**src/rtl/sfr_reg_block.sv**
```systemverilog
// SFR slave: scratch registers, control, W1C status, free-running counter
// and a two-key write lock, with a level interrupt on enabled status events.
module sfr_reg_block #(
    parameter int         NUM_REGS    = 16,
    parameter logic [7:0] LOCK_KEY    = 8'hA5,
    parameter logic [7:0] SCRATCH_RST = 8'h00
) (
    input  logic       clk,
    input  logic       reset,
    input  logic [7:0] address,
    input  logic [7:0] write_data,
    output logic [7:0] read_data,
    input  logic       we,
    input  logic       re,
    output logic       irq,
    output logic       locked
);

    localparam logic [7:0] NREG      = NUM_REGS[7:0];
    localparam logic [7:0] ADDR_CTRL = 8'h10;
    localparam logic [7:0] ADDR_STAT = 8'h11;
    localparam logic [7:0] ADDR_CNT  = 8'h12;
    localparam logic [7:0] ADDR_LOCK = 8'h13;

    typedef enum logic [1:0] {UNLOCKED, LOCKED, ARMED} lock_e;

    lock_e       state_q, state_d;
    logic [7:0]  scr_q [NUM_REGS];
    logic [1:0]  ctrl_q, ctrl_d;
    logic [7:0]  count_q, count_d;
    logic        ovf_q, ovf_d;
    logic        err_q, err_d;
    logic        irq_q, irq_d;

    logic hit_scr, hit_ctrl, hit_stat, hit_cnt, hit_lock, mapped;
    logic guarded, wr_ok, lock_viol, key2, arm_fail;
    logic cnt_wr, wrap, w1c, err_set;
    logic [7:0] scr_rd;

    assign hit_scr  = address < NREG;
    assign hit_ctrl = address == ADDR_CTRL;
    assign hit_stat = address == ADDR_STAT;
    assign hit_cnt  = address == ADDR_CNT;
    assign hit_lock = address == ADDR_LOCK;
    assign mapped   = hit_scr | hit_ctrl | hit_stat | hit_cnt | hit_lock;

    // Only scratch, CTRL and COUNT are protected by the lock
    assign guarded   = hit_scr | hit_ctrl | hit_cnt;
    assign wr_ok     = we & guarded & ~locked;
    assign lock_viol = we & guarded & locked;
    assign key2      = we & hit_lock & (write_data == ~LOCK_KEY);
    assign arm_fail  = we & (state_q == ARMED) & ~key2;

    assign err_set = (re & ~mapped) | (we & re) | (we & ~mapped)
                   | lock_viol | arm_fail;

    assign cnt_wr = wr_ok & hit_cnt;
    assign wrap   = ctrl_q[0] & ~cnt_wr & (count_q == 8'hFF);
    assign w1c    = we & hit_stat;

    always_comb begin
        count_d = count_q;
        if (cnt_wr)
            count_d = write_data;
        else if (ctrl_q[0])
            count_d = count_q + 8'd1;
    end

    // Hardware set beats a same-cycle W1C clear
    assign ovf_d  = (ovf_q & ~(w1c & write_data[0])) | wrap;
    assign err_d  = (err_q & ~(w1c & write_data[1])) | err_set;
    assign ctrl_d = (wr_ok & hit_ctrl) ? write_data[1:0] : ctrl_q;
    assign irq_d  = ctrl_d[1] & (ovf_d | err_d);

    always_ff @(posedge clk) begin
        if (reset) begin
            ctrl_q  <= '0;
            count_q <= '0;
            ovf_q   <= 1'b0;
            err_q   <= 1'b0;
            irq_q   <= 1'b0;
            for (int i = 0; i < NUM_REGS; i++)
                scr_q[i] <= SCRATCH_RST;
        end else begin
            ctrl_q  <= ctrl_d;
            count_q <= count_d;
            ovf_q   <= ovf_d;
            err_q   <= err_d;
            irq_q   <= irq_d;
            for (int i = 0; i < NUM_REGS; i++)
                if (wr_ok && hit_scr && address == 8'(i))
                    scr_q[i] <= write_data;
        end
    end

    always_ff @(posedge clk) begin
        if (reset)
            state_q <= UNLOCKED;
        else
            state_q <= state_d;
    end

    always_comb begin
        state_d = state_q;
        if (we) begin
            unique case (state_q)
                UNLOCKED: if (hit_lock && write_data != LOCK_KEY)
                              state_d = LOCKED;
                LOCKED:   if (hit_lock && write_data == LOCK_KEY)
                              state_d = ARMED;
                ARMED:    state_d = key2 ? UNLOCKED : LOCKED;
                default:  state_d = UNLOCKED;
            endcase
        end
    end

    always_comb begin
        locked = state_q != UNLOCKED;
    end

    always_comb begin
        scr_rd = '0;
        for (int i = 0; i < NUM_REGS; i++)
            if (address == 8'(i))
                scr_rd = scr_q[i];
    end

    // Collision cycles return zero while still performing the write
    always_comb begin
        read_data = '0;
        if (re && !we) begin
            unique case (1'b1)
                hit_scr:  read_data = scr_rd;
                hit_ctrl: read_data = {6'b0, ctrl_q};
                hit_stat: read_data = {5'b0, locked, err_q, ovf_q};
                hit_cnt:  read_data = count_q;
                default:  read_data = '0;
            endcase
        end
    end

    assign irq = irq_q;

endmodule

```
**config.mk**
```make
export PLATFORM = sky130hd
export DESIGN_NAME = sfr_reg_block
export DESIGN_NICKNAME = d
export VERILOG_FILES = /design/src/rtl/sfr_reg_block.sv
export SDC_FILE = /design/constraint.sdc
export NUM_CORES = 1
export LEC_CHECK = 0
export CAP_MARGIN = 20
export CORE_ASPECT_RATIO = 0.6
export CORE_MARGIN = 8
export CORE_UTILIZATION = 55
export DETAILED_ROUTE_END_ITERATION = 8
export PLACE_DENSITY = 0.78
export SLEW_MARGIN = 20
export SYNTH_ARGS = -nofsm -noshare
export SYNTH_HDL_FRONTEND = slang
export SYNTH_SLANG_ARGS = --single-unit
```
**constraint.sdc**
```tcl
create_clock -name clk -period 3.05 [get_ports clk]
set_clock_uncertainty 0.15 [all_clocks]
set_input_delay 0.7625 -clock clk [delete_from_list [all_inputs] [get_ports clk]]
set_output_delay 0.7625 -clock clk [all_outputs]
set_load 0.1 [all_outputs]
```
# Word level (Yosys, flattened, before mapping)
# Memory sizes are Yosys's and may differ from the RTL's.
# Index checks and enable logic that the tools add are counted.
# totals
ff_bits,15
latch_bits,0
ramBits,128
mem_bits_ro,0
output_inout_bits,10
memories,1
# classes
n_addsub,1
n_mul,0
n_div,0
magnitude_cmp,1
eq_ne,27
n_shift,0
n_mux,91
bitwise_logic,54
reduce_logical,26
# mem_list
name,depth,word_bits,read_ports,rd_clocked_by_memory_dff,wr,line,source
scr_q,16,8,16,0,16,28,logic [7:0] scr_q [NUM_REGS];
# ops
op,n
$mux W8,35
$eq A8 B4 Y1 const B,8
$mux W1,51
$eq A8 B3 Y1 const B,4
$eq A8 B5 Y1 const B,4
$pmux W8 S4,1
$or A1 B1 Y1,28
$and A1 B1 Y1,20
$logic_and A1 B1 Y1,20
$eq A8 B2 Y1 const B,2
$eq A8 B8 Y1 const B,2
$add A8 B1 Y8 const B,1
$eq A8 B1 Y1 const B,1
$eq A8 B7 Y1 const B,1
$logic_not A8 Y1,1
$lt A8 B5 Y1 const B,1
$ne A8 B8 Y1 const B,1
$mux W2,3
$not A1 Y1,6
$pmux W2 S3,1
$ne A2 B2 Y1 const B,2
$reduce_bool A2 Y1,2
$reduce_and A3 Y1,1
$eq A2 B1 Y1 const B,1
other kinds (3),3

# Depth between registers and ports, before layout
# Gate-level depths: netlist of the first run.
# logic_depth
depth_word,19
mapped_depth,8
ltp_nobuf,6

# Worst setup path after synthesis of the first run
# OpenSTA, ideal clock, no wires.
# synth_timing
kind,input port to output port
startpoint,in address[5]
endpoint,out read_data[7]
t_arrival_ns,4.195
slack_ns,-2.057
stages,6
path_buffers,1
cell_sequence,or4_1 buf_2 a2111oi_0 a31o_2 a211oi_1 a211oi_1
# synth_via
elab_chain_len,19
# synth_rtl
element,line,source
start: declaration,10,"input logic [7:0] address,"
$logic_not A8 Y1,124,if (address == 8'(i))
$mux W8 (16 in a row),124,
$pmux W8 S4 (*),132,unique case (1'b1)
$mux W8 (*),131,if (re && !we) begin
end: declaration,12,"output logic [7:0] read_data,"
# Every way passes the cells marked *; elsewhere a longest branch is shown, timed or not.

# Final worst setup path of the first run
# layout_timing
startpoint,in address[4]
endpoint,out read_data[7]
# The elaborated chain is that of the path after synthesis.

==> impl_results.rst, run 1 <==
.. list-table::
   :header-rows: 1

   * - Metric
     - Value
   * - Result of the run
     - complete, but fails checks
   * - Violated checks
     - setup timing
   * - Global route total overflow
     - 0
   * - Insertion delay to the later sink of the worst-skew pair
     - between 0.4 and 0.5 ns
   * - Die width
     - ~160 um
   * - Sw Pwr
     - 1280 uW
   * - Mapped Cells
     - roughly 640
   * - Least-Margin Pin Slew
     - approximately 0.66 ns
   * - Share of the yosys chip area belonging to registers
     - 57.5%
   * - Capturing element type of the critical path
     - output pin
   * - Pleak
     - roughly 0.0038 uW
   * - Worst endpoint required time
     - between 2 and 2.5 ns
   * - Area grow syn2layout
     - 42.6%
   * - Crit Path Category
     - in -> out
   * - Sequential share of power
     - 46.0%
   * - Final Critical Period
     - 3.62 ns
   * - Post-synthesis average cell area
     - 11.3 um2
   * - Crit-path slowest cell
     - or4_4
   * - Multi-input combinational cell area
     - 3230 um2
   * - Top Family by Delay on Critical Path
     - simple AND/OR/NAND/NOR gates
   * - Clock power frac
     - a little over two fifths
   * - Final layout net count
     - around 850
   * - Buffer and inverter count on the worst path
     - 2
   * - Peak ir drop on the vdd network
     - 309 uV
   * - Netlist area before placement
     - 7200 um2
   * - Initial Utilization
     - 56.2%
   * - Dpl ws
     - -1.01 ns
   * - CTS tree
     - yes
   * - Most frequently used flop master after synthesis
     - edfxtp_1
   * - Switching Share
     - between 20% and 30%
   * - Half-perimeter wire length after placement
     - 17800 um
   * - Highest clock frequency the design can meet
     - around 0.28 GHz
   * - Cells taking the most area after synthesis
     - edfxtp_1, nor2_1, dfxtp_1
   * - Number of diodes added for antenna fixing
     - 0
   * - Combinational share of power
     - a little under an eighth
   * - Wire length of the first global-routing pass
     - between 30000 and 40000 um
   * - Fill count
     - about 710
   * - Vias in the first global route
     - about 6400
   * - Placeable Area
     - 12800 um2
   * - Number of enable flip-flop cells after synthesis
     - 128
   * - Portion of synthesized cell area occupied by the leading cell type
     - between 50% and 60%
   * - Number of buffers between clock root and the deepest sink
     - 2
   * - Pwr/cell area
     - ~480 nW/um2
   * - Weighted congestion at the end of routability-driven global placement
     - 0.987
   * - Clock tree root driver cell
     - clkbuf_16
   * - Design Area, Final
     - a little over 10000 um2
   * - Count of boundary I/O pins
     - 30
   * - Setup ws final
     - -0.569 ns
   * - Y dimension of the die
     - about 100 um
   * - Maximum fanout count along the critical path
     - 7
   * - Cell area after placement
     - ~9100 um2
   * - Path category of the worst min-delay check
     - reg -> reg
   * - Routed wire length
     - 26000 um
   * - Std cell rows
     - 32
   * - Maximum number of pins on one net before global-route repair
     - 29
   * - FF/Latch Area
     - just over 4000 um2
   * - H-tree level count
     - 4
   * - Count of unique library cells instantiated by Yosys
     - 75
   * - Arrival time worst endpoint
     - 2.71 ns
   * - Flop and latch count out of synthesis
     - between 100 and 150
   * - CP startpoint kind
     - primary input
   * - Async set-or-reset flop fraction in the synthesized netlist
     - 0%
   * - Hold buffer count at cts
     - 0
   * - Internal power of the cells
     - approximately 3600 uW
   * - Proportion of layout cells with a drive suffix above 1
     - between 40% and 50%
   * - Worst Hold Margin
     - around 0.39 ns
   * - DIE AREA
     - roughly 17000 um2
   * - Count of unresolved DRC violations after routing
     - 0
   * - Hold Vio Cnt, Final
     - 0
   * - Part of the cycle the worst path needs
     - 119%
   * - Number of max-slew violations in the final report
     - 0
   * - Worst relative slew slack
     - 55.9%
   * - Max-capacitance violation count
     - 0
   * - Crit-path max cell delay
     - between 0.6 and 0.7 ns
   * - Post-route ant nets
     - 0
   * - Port Buf Inserts
     - 29
   * - Unrepaired setup endpoints after global routing
     - true
   * - Clock sink count
     - 143
   * - Most used cell along the critical path
     - a211oi_2
   * - TritonCTS Buffers
     - 17
   * - Synth Warn #
     - 0
   * - CP cell instances
     - buf_8 -> or4_4 -> nor2_4 -> a22o_1 -> a211oi_2 -> a211oi_2 -> buf_12
   * - Accumulated negative setup slack
     - -3.81 ns
   * - Routed length per instance
     - 25.7 um
   * - Most common library cell in the layout ignoring fill and taps
     - buf_4
   * - Drt first-iter violations
     - 1171
   * - Number of antenna violations at the first check in global routing
     - 0
   * - Total setup violations reported at the end of the flow
     - 8
   * - Overall fraction of global-route tracks in use
     - ~30%
   * - Via count of the routed design
     - 6671
   * - Pre-Repair DR Iteration Count
     - 6
   * - Clock-pin slew on the worst setup and hold paths
     - 0.06 ns
   * - Routed vias/inst
     - 6.60
   * - Dominant cell type by area after synthesis
     - edfxtp_1
   * - Commonest non-fill, non-tap cells in the layout
     - buf_4, edfxtp_1, nor2_1
   * - Net count of the mapped netlist
     - between 600 and 700
==> synthesized netlist by cell type, drive strengths merged (5+ instances only) <==
cell type  instances
a32oi              5
nor2b              9
o21ai             21
dfxtp             15
mux4               7
o31ai              5
a211oi            13
nand4              9
xor2               5
o22ai              8
mux2               6
nand2             27
inv               17
nand3             26
nand2b            27
clkbuf            25
a31oi             10
buf               19
nor2             121
a31o               6
a21oi             21
edfxtp           128
mux2i             16
a22oi              6
nor3               8
==> registers in the layout (all words and copies together) (netlist names) <==
signal,count
scr_q,128
count_q,8
ctrl_q,2
state_q,2
err_q,1
irq,1
ovf_q,1
==> path summary, 6_finish.rpt <==
kind | start | end | slack, ns | cells after the start
max | address[4] | read_data[7] | -0.57 | 7
min | state_q[0]$_SDFFE_PP0P_ | state_q[1]$_SDFFE_PP0P_ | 0.39 | 2
max reg2reg | state_q[1]$_SDFFE_PP0P_ | scr_q[1][28]$_DFFE_PP_ | 0.81 | 7
min reg2reg | state_q[0]$_SDFFE_PP0P_ | state_q[1]$_SDFFE_PP0P_ | 0.39 | 2
==> routing by layer <==
layer  vias to the layer above  global-route usage (%)  wire, um
met4                         0                    11.0       676
met2                       555                    41.9     11100
met3                        84                    10.1      3910
met5                         -                       0         0
met1                      3260                    42.2     10300
li1                       2772                       -         -
==> worst min-delay path, delay by kind of cell (launching register included) <==
family | cells | cell delay (ns)
DFF | 1 | 0.34
AOI/OAI and AO/OA | 1 | 0.07
and+or+nand+nor | 1 | 0.08
==> through the flow <==
step	utilization (%)	cells	total power (uW)
finish	80.2	1010	4910
global route	80.2	1010	5020
CTS	78.2	1004	4860
detailed placement	71.0	957	2800
global placement	71.0	957	2790
floorplan	-	635	2510
==> cell families after synthesis <==
group,share of synthesized area (%)
simple gates,17.9
flops,57.5
compound gates,14.4
buf+inv,3.77
mux,5.35
xor+xnor,0.851
fa+ha+maj,0.174
==> power by group through the flow <==
stage	Combinational [uW]	Sequential (uW)	Clock (uW)
final	586	2260	2070
after global routing	603	2270	2150
after CTS	539	2260	2070
after detailed placement	503	2300	0
after global placement	499	2290	0
after floorplan	230	2280	0
==> area by class of cell <==
| class | count | area share [%] |
|---|---|---|
| tap | 170 | 2.07 |
| multi-input combinational | 430 | 31.5 |
| inverter | 18 | 0.658 |
| clock inverter | 15 | 1.49 |
| clock buffer | 17 | 4.14 |
| sequential | 143 | 40.4 |
| timing repair buffer | 217 | 19.8 |
==> repair_timing <==
item                       CTS  global route
pin swaps                   30            14
gates cloned                 0             1
gates resized for setup     78            39
setup buffers               16             9
setup endpoints to repair    8             8
(Power assumes the default switching activity.)
==> inputs of run 2 (changes only) <==
--- a/config.mk
+++ b/config.mk
@@ -5,12 +5,12 @@
 export SDC_FILE = /design/constraint.sdc
 export NUM_CORES = 1
 export LEC_CHECK = 0
-export CAP_MARGIN = 20
 export CORE_ASPECT_RATIO = 0.6
 export CORE_MARGIN = 8
 export CORE_UTILIZATION = 55
 export DETAILED_ROUTE_END_ITERATION = 8
 export PLACE_DENSITY = 0.78
+export SKIP_CTS_REPAIR_TIMING = 1
 export SLEW_MARGIN = 20
 export SYNTH_ARGS = -nofsm -noshare
 export SYNTH_HDL_FRONTEND = slang
==> run 2 against run 1 <==
The flow still finishes with violations (setup timing). Design area rose by 1.4%. Combinational power rose by 3.8%. Die area did not move. Wire length rose by 3.4%. Final cell count fell by 0.40%. Hold slack improved by 0.0013 ns. Critical path type unchanged.
==> impl_results.rst, run 2 (same netlist as run 1, synthesis figures left out) <==
.. list-table::
   :header-rows: 1

   * - Metric
     - Value
   * - Pwr/cell area
     - 475 nW/um2
   * - DIE AREA
     - between 15000 and 20000 um2
   * - Count of unresolved DRC violations after routing
     - 0
   * - Pre-Repair DR Iteration Count
     - 6
   * - Result of the run
     - complete, but fails checks
   * - Overall fraction of global-route tracks in use
     - about 29%
   * - Clock sink count
     - 143
   * - Routed wire length
     - about 27000 um
   * - Max-capacitance violation count
     - 0
   * - Total setup violations reported at the end of the flow
     - 8
   * - Peak ir drop on the vdd network
     - about 300 uV
   * - Crit-path max cell delay
     - 0.40 ns
   * - Crit-path slowest cell
     - a211oi_4
   * - Worst endpoint required time
     - approximately 2.1 ns
   * - Std cell rows
     - 32
   * - Unrepaired setup endpoints after global routing
     - true
   * - Flip-flop count of the largest register, all copies and words added
     - 128
   * - Insertion delay to the later sink of the worst-skew pair
     - ~0.43 ns
   * - Initial Utilization
     - a little under three fifths
   * - Proportion of layout cells with a drive suffix above 1
     - 41.0%
   * - Number of buffers between clock root and the deepest sink
     - 2
   * - Maximum number of pins on one net before global-route repair
     - 29
   * - Clock tree root driver cell
     - clkbuf_16
   * - CP startpoint kind
     - primary input
   * - Post-route ant nets
     - 0
   * - Most common library cell in the layout ignoring fill and taps
     - buf_4
   * - Drt first-iter violations
     - 1037
   * - Wire length of the first global-routing pass
     - roughly 37000 um
   * - Final layout net count
     - around 840
   * - CP cell instances
     - buf_6 -> buf_6 -> nor4_4 -> buf_6 -> buf_6 -> o2111ai_2 -> a21oi_2 -> o32ai_4 -> a211oi_4 -> buf_12
   * - Setup ws final
     - -0.625 ns
   * - Routed length per instance
     - about 27 um
   * - Most used cell along the critical path
     - buf_6
   * - Part of the cycle the worst path needs
     - 120%
   * - Worst Hold Margin
     - 0.388 ns
   * - Hold Vio Cnt, Final
     - 0
   * - Capturing element type of the critical path
     - output pin
   * - Cell area after placement
     - 9100 um2
   * - Largest registers
     - scr_q: 128 flops, count_q: 8 flops
   * - H-tree level count
     - 4
   * - Number of diodes added for antenna fixing
     - 0
   * - Path category of the worst min-delay check
     - reg -> reg
   * - Placeable Area
     - about 13000 um2
   * - Arrival time worst endpoint
     - 2.76 ns
   * - Violated checks
     - setup timing
   * - Clock-pin slew on the worst setup and hold paths
     - about 0.060 ns
   * - Final Critical Period
     - 3.68 ns
   * - Dpl ws
     - -1.01 ns
   * - Half-perimeter wire length after placement
     - roughly 18000 um
   * - Vias in the first global route
     - around 6200
   * - Number of placed instances, taps included
     - 957
   * - Largest Register
     - scr_q
   * - Routed vias/inst
     - between 6 and 7
   * - Pleak
     - slightly below 0.004 uW
   * - Accumulated negative setup slack
     - -3.90 ns
   * - Via count of the routed design
     - ~6700
   * - TritonCTS Buffers
     - 17
   * - CTS tree
     - yes
   * - Least-Margin Pin Slew
     - 0.674 ns
   * - Count of boundary I/O pins
     - 30
   * - Die width
     - between 150 and 200 um
   * - Worst relative slew slack
     - 55.1%
   * - Final cell count without fillers
     - slightly above 1000
   * - Fill count
     - ~680
   * - Commonest non-fill, non-tap cells in the layout
     - buf_4, edfxtp_1, nor2_1
   * - Global route total overflow
     - 0
   * - Area grow syn2layout
     - 44.6%
   * - Port Buf Inserts
     - 29
   * - Design Area, Final
     - 10400 um2
   * - Y dimension of the die
     - between 100 and 150 um
   * - Highest clock frequency the design can meet
     - ~0.27 GHz
   * - Number of max-slew violations in the final report
     - 0
   * - Maximum fanout count along the critical path
     - 6
   * - Weighted congestion at the end of routability-driven global placement
     - 0.987
   * - Number of antenna violations at the first check in global routing
     - 0
   * - Crit Path Category
     - in -> out
## run 2: power breakdown
part / internal, uW / total [uW] / leakage [uW] / switching, uW
clock: 1150 / 2070 / 0.000283 / 918
sequential: 2220 / 2270 / 0.00141 / 41.5
combinational: 263 / 608 / 0.00217 / 345
total: 3640 / 4940 / 0.00387 / 1300
## run 2: cell type report
cell class | instances | area (um2) | share of cell area [%]
Multi-Input combinational cell | 430 | 3350 | 32.2
Sequential cell | 143 | 4140 | 39.8
Inverter | 18 | 67.6 | 0.649
Clock inverter | 15 | 153 | 1.47
Tap cell | 170 | 213 | 2.04
Clock buffer | 17 | 425 | 4.09
Timing Repair Buffer | 213 | 2060 | 19.8
## run 2: worst paths after layout
check	slack, ns	to	cells past startpoint	start
min	0.39	state_q[1]$_SDFFE_PP0P_	2	state_q[0]$_SDFFE_PP0P_
min reg2reg	0.39	state_q[1]$_SDFFE_PP0P_	2	state_q[0]$_SDFFE_PP0P_
max reg2reg	0.81	scr_q[1][26]$_DFFE_PP_	7	state_q[1]$_SDFFE_PP0P_
max	-0.63	read_data[7]	10	address[5]
## run 2: layer usage
layer	up-vias	wire length, um	track usage (%)
met5	-	0	0
met4	0	837	9.30
li1	2775	-	-
met3	93	4140	10.5
met1	3221	10600	41.1
met2	621	11300	39.7
## run 2: critical path, delay by kind of cell
kind | cells | cell delay, ns
AND/OR/NAND/NOR | 1 | 0.28
AO/OA/AOI/OAI | 4 | 0.96
buffers and inverters | 5 | 0.75
## run 2: through the flow
| stage | util, % | power, uW |
|---|---|---|
| 3_5_place_dp | 71.0 | 2800 |
| 4_1_cts | 75.5 | 4830 |
| 2_1_floorplan | - | 2510 |
| 6_report | 81.3 | 4940 |
| 3_3_place_gp | 71.0 | 2790 |
| 5_1_grt | 81.3 | 5040 |
